==> src/rtl/clause_variables_accumulator.sv <==
// Accumulates the union of integer/boolean variables referenced by a group of clause beats.
// Optional registered popcounts of the masks are built when CLAUSE_VARIABLES_ACCUMULATOR_COUNT_EN is defined.
module clause_variables_accumulator #(
  parameter int MAXIMUM_BIT_WIDTH_OF_INTEGER_VARIABLE_INDEX = 1,
  parameter int MAXIMUM_BIT_WIDTH_OF_BOOLEAN_VARIABLE_INDEX = 1,
  parameter int MAXIMUM_BIT_WIDTH_OF_INTEGER_COEFFICIENT    = 4,
  parameter int CLAUSE_COUNT_WIDTH                          = 4
) (
  input  logic                                                    in_clk,
  input  logic                                                    in_reset_n,
  input  logic                                                    in_clear,
  input  logic                                                    in_valid,
  output logic                                                    out_ready,
  input  logic                                                    in_last,
  input  logic [((2**MAXIMUM_BIT_WIDTH_OF_INTEGER_VARIABLE_INDEX)+1)*MAXIMUM_BIT_WIDTH_OF_INTEGER_COEFFICIENT-1:0] in_integer_coefficients,
  input  logic [(2**MAXIMUM_BIT_WIDTH_OF_BOOLEAN_VARIABLE_INDEX)*2-1:0] in_boolean_coefficients,
  output logic                                                    out_valid,
  input  logic                                                    in_ready,
  output logic [(2**MAXIMUM_BIT_WIDTH_OF_INTEGER_VARIABLE_INDEX)-1:0] out_integer_variables,
  output logic [(2**MAXIMUM_BIT_WIDTH_OF_BOOLEAN_VARIABLE_INDEX)-1:0] out_boolean_variables,
  output logic                                                    out_empty,
  output logic [CLAUSE_COUNT_WIDTH-1:0]                           out_clause_count,
  output logic [MAXIMUM_BIT_WIDTH_OF_INTEGER_VARIABLE_INDEX:0]    out_integer_count,
  output logic [MAXIMUM_BIT_WIDTH_OF_BOOLEAN_VARIABLE_INDEX:0]    out_boolean_count
);

  localparam int IW  = MAXIMUM_BIT_WIDTH_OF_INTEGER_VARIABLE_INDEX;
  localparam int BW  = MAXIMUM_BIT_WIDTH_OF_BOOLEAN_VARIABLE_INDEX;
  localparam int CW  = MAXIMUM_BIT_WIDTH_OF_INTEGER_COEFFICIENT;
  localparam int CCW = CLAUSE_COUNT_WIDTH;
  localparam int NI  = 2**IW;
  localparam int NB  = 2**BW;
  localparam int ICW = IW + 1;
  localparam int BCW = BW + 1;

  // state    | meaning
  // ST_IDLE  | waiting for the first beat of a group
  // ST_ACCUM | group open, OR-ing further beats in
  // ST_HOLD  | result presented, waiting for in_ready
  typedef enum logic [1:0] {ST_IDLE, ST_ACCUM, ST_HOLD} state_t;

  state_t           r_state;
  state_t           w_state_nxt;
  logic             r_ready_en;
  logic [NI-1:0]    r_int_mask;
  logic [NB-1:0]    r_bool_mask;
  logic [CCW-1:0]   r_count;
  logic [NI-1:0]    w_int_nxt;
  logic [NB-1:0]    w_bool_nxt;
  logic [CCW-1:0]   w_count_nxt;
  logic [NI-1:0]    w_beat_int;
  logic [NB-1:0]    w_beat_bool;
  logic             w_accept;
  logic             w_unused_bits;

  // Constant-term slot and boolean value bits never reach a mask.
  assign w_unused_bits = ^{in_integer_coefficients, in_boolean_coefficients};

  always_comb begin
    w_beat_int = '0;
    for (int i = 0; i < NI; i++) begin
      w_beat_int[i] = |in_integer_coefficients[CW*i +: CW];
    end
  end

  always_comb begin
    w_beat_bool = '0;
    for (int j = 0; j < NB; j++) begin
      w_beat_bool[j] = in_boolean_coefficients[2*j+1];
    end
  end

  assign out_ready = r_ready_en && (r_state != ST_HOLD);
  assign out_valid = (r_state == ST_HOLD);
  assign w_accept  = in_valid && out_ready;

  always_comb begin
    w_state_nxt = r_state;
    if (in_clear) begin
      w_state_nxt = ST_IDLE;
    end else begin
      case (r_state)
        ST_IDLE, ST_ACCUM: begin
          if (w_accept) w_state_nxt = in_last ? ST_HOLD : ST_ACCUM;
        end
        ST_HOLD: begin
          if (in_ready) w_state_nxt = ST_IDLE;
        end
        default: w_state_nxt = ST_IDLE;
      endcase
    end
  end

  always_comb begin
    w_int_nxt   = r_int_mask;
    w_bool_nxt  = r_bool_mask;
    w_count_nxt = r_count;
    if (in_clear) begin
      w_int_nxt   = '0;
      w_bool_nxt  = '0;
      w_count_nxt = '0;
    end else if (w_accept) begin
      if (r_state == ST_IDLE) begin
        w_int_nxt   = w_beat_int;
        w_bool_nxt  = w_beat_bool;
        w_count_nxt = CCW'(1);
      end else begin
        w_int_nxt   = r_int_mask | w_beat_int;
        w_bool_nxt  = r_bool_mask | w_beat_bool;
        w_count_nxt = (&r_count) ? r_count : r_count + CCW'(1);
      end
    end
  end

  always_ff @(posedge in_clk or negedge in_reset_n) begin
    if (!in_reset_n) begin
      r_state     <= ST_IDLE;
      r_ready_en  <= 1'b0;
      r_int_mask  <= '0;
      r_bool_mask <= '0;
      r_count     <= '0;
    end else begin
      r_state     <= w_state_nxt;
      r_ready_en  <= 1'b1;
      r_int_mask  <= w_int_nxt;
      r_bool_mask <= w_bool_nxt;
      r_count     <= w_count_nxt;
    end
  end

  assign out_integer_variables = r_int_mask;
  assign out_boolean_variables = r_bool_mask;
  assign out_clause_count      = r_count;
  assign out_empty             = ~(|r_int_mask) && ~(|r_bool_mask);

`ifdef CLAUSE_VARIABLES_ACCUMULATOR_COUNT_EN
  logic [ICW-1:0] w_int_pop_nxt;
  logic [BCW-1:0] w_bool_pop_nxt;
  logic [ICW-1:0] r_int_pop;
  logic [BCW-1:0] r_bool_pop;

  // Popcounts are taken from the next-state masks so they land in the same edge.
  always_comb begin
    w_int_pop_nxt = '0;
    for (int i = 0; i < NI; i++) begin
      w_int_pop_nxt = w_int_pop_nxt + ICW'(w_int_nxt[i]);
    end
  end

  always_comb begin
    w_bool_pop_nxt = '0;
    for (int j = 0; j < NB; j++) begin
      w_bool_pop_nxt = w_bool_pop_nxt + BCW'(w_bool_nxt[j]);
    end
  end

  always_ff @(posedge in_clk or negedge in_reset_n) begin
    if (!in_reset_n) begin
      r_int_pop  <= '0;
      r_bool_pop <= '0;
    end else begin
      r_int_pop  <= w_int_pop_nxt;
      r_bool_pop <= w_bool_pop_nxt;
    end
  end

  assign out_integer_count = r_int_pop;
  assign out_boolean_count = r_bool_pop;
`else
  assign out_integer_count = '0;
  assign out_boolean_count = '0;
`endif

endmodule
==> config.mk <==
export PLATFORM = sky130hd
export DESIGN_NAME = clause_variables_accumulator
export DESIGN_NICKNAME = d
export VERILOG_FILES = /design/src/rtl/clause_variables_accumulator.sv
export SDC_FILE = /design/constraint.sdc
export NUM_CORES = 1
export LEC_CHECK = 0
export CAP_MARGIN = 5
export CORE_ASPECT_RATIO = 1.1
export CORE_UTILIZATION = 34
export DETAILED_ROUTE_END_ITERATION = 10
export GPL_TIMING_DRIVEN = 0
export PLACE_DENSITY_LB_ADDON = 0.3
export SLEW_MARGIN = 0
export SYNTH_ARGS = -nofsm -noshare
export SYNTH_HDL_FRONTEND = slang
export SYNTH_SLANG_ARGS = --single-unit
==> constraint.sdc <==
create_clock -name in_clk -period 1.3 [get_ports in_clk]
set_input_delay 0.195 -clock in_clk [delete_from_list [all_inputs] [get_ports in_clk]]
set_output_delay 0.195 -clock in_clk [all_outputs]
set_load 0.01 [all_outputs]
==> impl_metrics.json, run 1 <==
{
  "worstPathArrival_ns": 1.46,
  "grt_antenna_before_repair": 0,
  "port_buffers": 25,
  "slew-limit-headroom_pct": 64.9,
  "antenna_left": 0,
  "grt_max_degree": 12,
  "ys_seq_elements": 11,
  "worst_slew_pin_slew_ns": 0.525,
  "postSynthCellCount": 69,
  "syn_to_final_growth_pct": 62.9,
  "synth_largest_area_cell": "dfrtp_1",
  "coreArea_um2": 1820,
  "multiInputGateArea_um2": 374,
  "clock_latency_ns": 0.26,
  "cp-startpoint": "r_state[1]",
  "viasPerCell": 4.78,
  "clk_pin_slew_ns": 0.07,
  "ys_seq_area_share_pct": 40.8,
  "ys_top_cells_by_area": "dfrtp_1 (41%), a21oi_1 (5.9%), buf_4 (5.6%)",
  "crit_type": "reg -> reg",
  "die_h_um": 48.7,
  "drcViolationCount": 0,
  "cts_made_buffers": 3,
  "ys_types": 30,
  "die_area_um2": 2170,
  "setup_viol": 1,
  "grt_pass1_vias": 665,
  "cts_sinks": 11,
  "min-delay-start": "in_clear",
  "timing.fmax_mhz": 767,
  "yosysWarnings": 0,
  "htree_num_levels": 1,
  "grt_pass1_wl_mm": 2.90,
  "placed_cells": 124,
  "cts_tree": "yes",
  "first_pass_iters": 5,
  "outcome": "finished, violations left",
  "drtIter0Drc": 12,
  "p_leak_nw": 0.517,
  "cts_hold_buf": 0,
  "crit_path_start_kind": "flop",
  "drv_slew": 0,
  "clockRootBuffer": "clkbuf_4",
  "cp-end-kind": "flop",
  "rsz0062_at_grt": "true",
  "io_pins": 37,
  "register_area_um2": 280,
  "netlist_area_um2": 674,
  "finalWorstSetupSlack_ns": -0.00389,
  "avgSynthCellArea_um2": 9.77,
  "fin_skew_ns": 0.00598,
  "clk_path_buf_depth": 2,
  "powerDensity_nw_per_um2": 750,
  "hold_slack_ns": 0.116,
  "die_x_um": 44.5,
  "crit_fanout": 6,
  "final_cells": 138,
  "hold_viol": 0,
  "rows": 16,
  "start_util_pct": 37.0,
  "max-vdd-ir-drop_mv": 0.556,
  "post_drt_wl_per_cell_um": 12.2,
  "nFillCells": 164,
  "synthDominantCellAreaShare_pct": 40.8,
  "fin_crit_sh_pct": 100,
  "overflow": 0,
  "layout.nets": 135,
  "worstPathRequired_ns": 1.45,
  "place_hpwl_mm": 1.13,
  "track_usage_pct": 18.3,
  "cap_violations": 0,
  "fin_util_pct": 60.3,
  "hold_class": "in -> reg",
  "routed_wirelength_mm": 1.69,
  "fin_crit_ns": 1.30,
  "n_antenna_cell": 0,
  "drive_above_1_share_pct": 36.0,
  "vias": 660,
  "r2r-start": "r_state[1]",
  "violations": "negative setup slack",
  "gp_congestion": 0.737
}
## per-stage QoR
step | area (um2) | power [mW] | setup slack [ns] | setup TNS, ns
final | 1100 | 0.824 | -0.00389 | -0.00389
after CTS | 1080 | 0.827 | -0.0420 | -0.0669
after detailed placement | 970 | 0.572 | -0.232 | -1.90
after global routing | 1100 | 0.879 | -0.0734 | -0.312
after global placement | 970 | 0.568 | -0.204 | -1.53
after floorplan | 686 | 0.471 | 0.0520 | 0
## cell type report
cell class	instances	share of cell area, %
clock buffers	4	2.39
plain buffers	6	4.21
inverters	2	0.683
flip-flops and latches	11	25.5
repair buffers	37	30.1
multi-input cells	51	34.1
well taps	27	3.08
## synth_stat cells
cell type  count
ha_1           1
inv_1          2
nor3_1         2
a21boi_0       1
a32oi_1        1
buf_4          5
buf_6          1
nand3_1        1
a2111oi_0      1
nand2_1        2
nor2b_4        1
buf_2          2
o21ba_4        1
or3_1          2
a41o_1         1
conb_1         2
a21oi_1        8
a41oi_1        1
dfrtp_1       11
nor2b_1        1
nand2b_1       3
o31ai_1        2
and2_1         1
nand4_4        1
nor4_1         3
a211oi_1       2
nor2_1         6
o21ai_0        2
a41o_2         1
o21bai_4       1
## registers in the layout (all words and copies together) (netlist names)
name,flops
out_clause_count,4
out_integer_variables,2
r_state,2
r_ready_en,1
out_boolean_variables,2
## power breakdown
group	leakage (nW)	switching, mW	internal [mW]
sequential	0.141	0.0143	0.358
clock	0.0150	0.114	0.119
combinational	0.361	0.0924	0.127
## final timing paths
kind	cells past startpoint	slack (ns)	to
max in group asynchronous	1	0.64	r_state[1]
hold reg to reg	1	0.51	r_state[0]
setup / recovery	5	-0.004	out_clause_count[1]
min in group asynchronous	1	0.27	out_integer_variables[1]
setup reg to reg	5	-0.004	out_clause_count[1]
hold / removal	2	0.12	out_integer_variables[0]
## routing by layer
metal	global-route usage [%]	wire length, um
met1	22.2	701
met2	28.2	813
met3	5.22	119
met4	10.6	55
met5	0	0
## kinds of logic after synthesis
group / Yosys count / share of synthesized area [%]
simple gates: 23 / 21.2
compound gates: 22 / 25.2
flops: 11 / 40.8
buf+inv: 10 / 9.83
other cells: 2 / 1.11
fa+ha+maj: 1 / 1.85
## cells in the final DEF, fill, tap and decap left out, drive strengths merged
master and instances:
nand3 1, a211oi 2, nand2 2, a41o 2
a21oi 8, and2 1, a21boi 1, dlygate4sd2 8
o21ba 1, clkbuf 4, dfrtp 11, nor3 2
a41oi 1, clkdlybuf4s50 14, nand4 1, nor2 6
nor4 3, inv 2, o21ai 2, buf 21
a32oi 1, ha 1, conb 5, or3 2
nand2b 3, a2111oi 1, nor2b 2, o31ai 2
o21bai 1
## worst max-delay path, stage by stage, from the launching register on
cell	delay, ns
dfrtp_2	0.44
nor2b_4	0.15
buf_6	0.12
o21bai_4	0.17
a21boi_1	0.09
a41o_2	0.23
## repair_timing
item                                    4_1_cts  5_1_grt
endpoints found under the setup margin       12       10
setup buffers                                12        0
gates resized for setup                      32        7
hold endpoints to repair                      0        0
cloned                                        0        0
pin swaps                                     3        1
Note: power is estimated with default switching activity, not from simulation.
==> run 2: changes to the inputs <==
CORE_ASPECT_RATIO = default   (was 1.1)
==> run 2 against run 1 <==
Compared with the run above:
- worst setup slack better by 0.0092 ns
- largest power group unchanged
- the run now ends clean
- hold slack worse by 0.0055 ns
- largest cell class unchanged
- highest routed layer unchanged
- critical path type is now reg -> out
- first-iteration DRC count down 17%
==> impl_metrics.json, run 2 (synthesis results as in run 1) <==
{
  "register_area_um2": 279,
  "track_usage_pct": 18.4,
  "layout.nets": 136,
  "viasPerCell": 4.82,
  "worstPathArrival_ns": 1.10,
  "worstPathRequired_ns": 1.11,
  "die_h_um": 46.5,
  "final_cells": 137,
  "die_x_um": 46.5,
  "antenna_left": 0,
  "die_area_um2": 2170,
  "cp-end-kind": "output port",
  "n_antenna_cell": 0,
  "setup_viol": 0,
  "overflow": 0,
  "cap_violations": 0,
  "crit_fanout": 3,
  "cts_made_buffers": 3,
  "worst_slew_pin_slew_ns": 0.533,
  "htree_num_levels": 1,
  "crit_type": "reg -> out",
  "placed_cells": 122,
  "powerDensity_nw_per_um2": 762,
  "multiInputGateArea_um2": 367,
  "max_stage_delay_ns": 0.40,
  "rsz0062_at_grt": "true",
  "routed_wirelength_mm": 1.77,
  "cts_hold_buf": 0,
  "clockRootBuffer": "clkbuf_4",
  "rows": 15,
  "crit_path_start_kind": "flop",
  "largest_reg_flops": 4,
  "fin_skew_ns": 0.00451,
  "start_util_pct": 37.8,
  "crit_chain": "nor4_1 -> buf_2",
  "grt_antenna_before_repair": 0,
  "drtIter0Drc": 10,
  "clock_latency_ns": 0.28,
  "drive_above_1_share_pct": 33.0,
  "slew-limit-headroom_pct": 64.4,
  "clk_path_buf_depth": 2,
  "grt_pass1_vias": 661,
  "post_drt_wl_per_cell_um": 12.9,
  "cts_sinks": 11,
  "final_cell_mix": "buf_4 (15), clkdlybuf4s50_1 (14), dfrtp_1 (8), dlygate4sd2_1 (8), a21oi_1 (7)",
  "grt_pass1_wl_mm": 2.77,
  "port_buffers": 25,
  "slowest_stage": "dfrtp_1",
  "cp_top_family": "flip-flops",
  "p_leak_nw": 0.519,
  "vias": 660,
  "max-vdd-ir-drop_mv": 0.487,
  "outcome": "finished clean",
  "syn_to_final_growth_pct": 61.2,
  "first_pass_iters": 4,
  "timing.fmax_mhz": 772,
  "drcViolationCount": 0,
  "gp_congestion": 0.728,
  "hold_class": "in -> reg",
  "place_hpwl_mm": 1.13,
  "fin_util_pct": 61.0,
  "hold_viol": 0,
  "clk_pin_slew_ns": 0.07,
  "nFillCells": 157,
  "drv_slew": 0,
  "coreArea_um2": 1780,
  "mostFrequentLayoutCell": "buf_4",
  "fin_crit_sh_pct": 99.6,
  "io_pins": 37,
  "cts_tree": "yes",
  "crit_buf_inv": 1,
  "grt_max_degree": 12,
  "fin_crit_ns": 1.29
}
==> run 2: layer usage <==
metal  up-vias  part of all wire [%]  track usage [%]
met2        20                    51             30.3
met5         -                     0                0
met3         2                   4.8             4.31
met4         0                   1.5             8.24
li1        331                     -                -
met1       307                    42             22.5
==> run 2: metrics by stage <==
step                instance area, um2  hold slack, ns  total power, mW  TNS, ns  worst slack, ns
floorplan                          686          -0.101            0.471        0           0.0520
global placement                   967           0.399            0.567    -1.54           -0.204
detailed placement                 967           0.403            0.572    -1.66           -0.219
CTS                               1040           0.117            0.811  -0.0919          -0.0279
global route                      1090           0.109            0.877   -0.182          -0.0735
finish                            1090           0.110            0.829        0          0.00528
==> run 2: power breakdown <==
part	switching (mW)	internal, mW
clock network	0.125	0.119
logic	0.0908	0.121
registers	0.0152	0.357
total	0.231	0.597
==> run 2: area by class of cell <==
class	instances	area share, %
buffer	6	4.26
clock buffer	4	2.42
inverter	2	0.690
multi-input combinational	51	33.7
sequential	11	25.7
tap	25	2.88
timing repair buffer	38	30.4
==> run 2: timing repair <==
action	CTS	global route
setup buffers	9	4
endpoints found under the setup margin	12	10
cloned	0	0
pin swaps	2	0
hold endpoints to repair	0	0
resized for setup	24	9
==> run 2: final timing paths <==
check	start	endpoint	slack, ns	cells past startpoint
hold reg to reg	out_boolean_variables[1]	out_boolean_variables[1]	0.60	2
max in group asynchronous	in_reset_n	r_state[1]	0.65	1
setup / recovery	out_integer_variables[0]	out_empty	0.005	2
setup reg to reg	r_state[1]	out_clause_count[1]	0.04	5
hold / removal	in_clear	out_integer_variables[1]	0.11	2
min in group asynchronous	in_reset_n	out_clause_count[3]	0.26	1
==> run 2: worst register-to-register path, delay by kind of cell (launching register included) <==
| family | cells | cell delay, ns |
|---|---|---|
| simple gates | 1 | 0.15 |
| buf+inv | 1 | 0.13 |
| compound gates | 3 | 0.45 |
| flops | 1 | 0.43 |
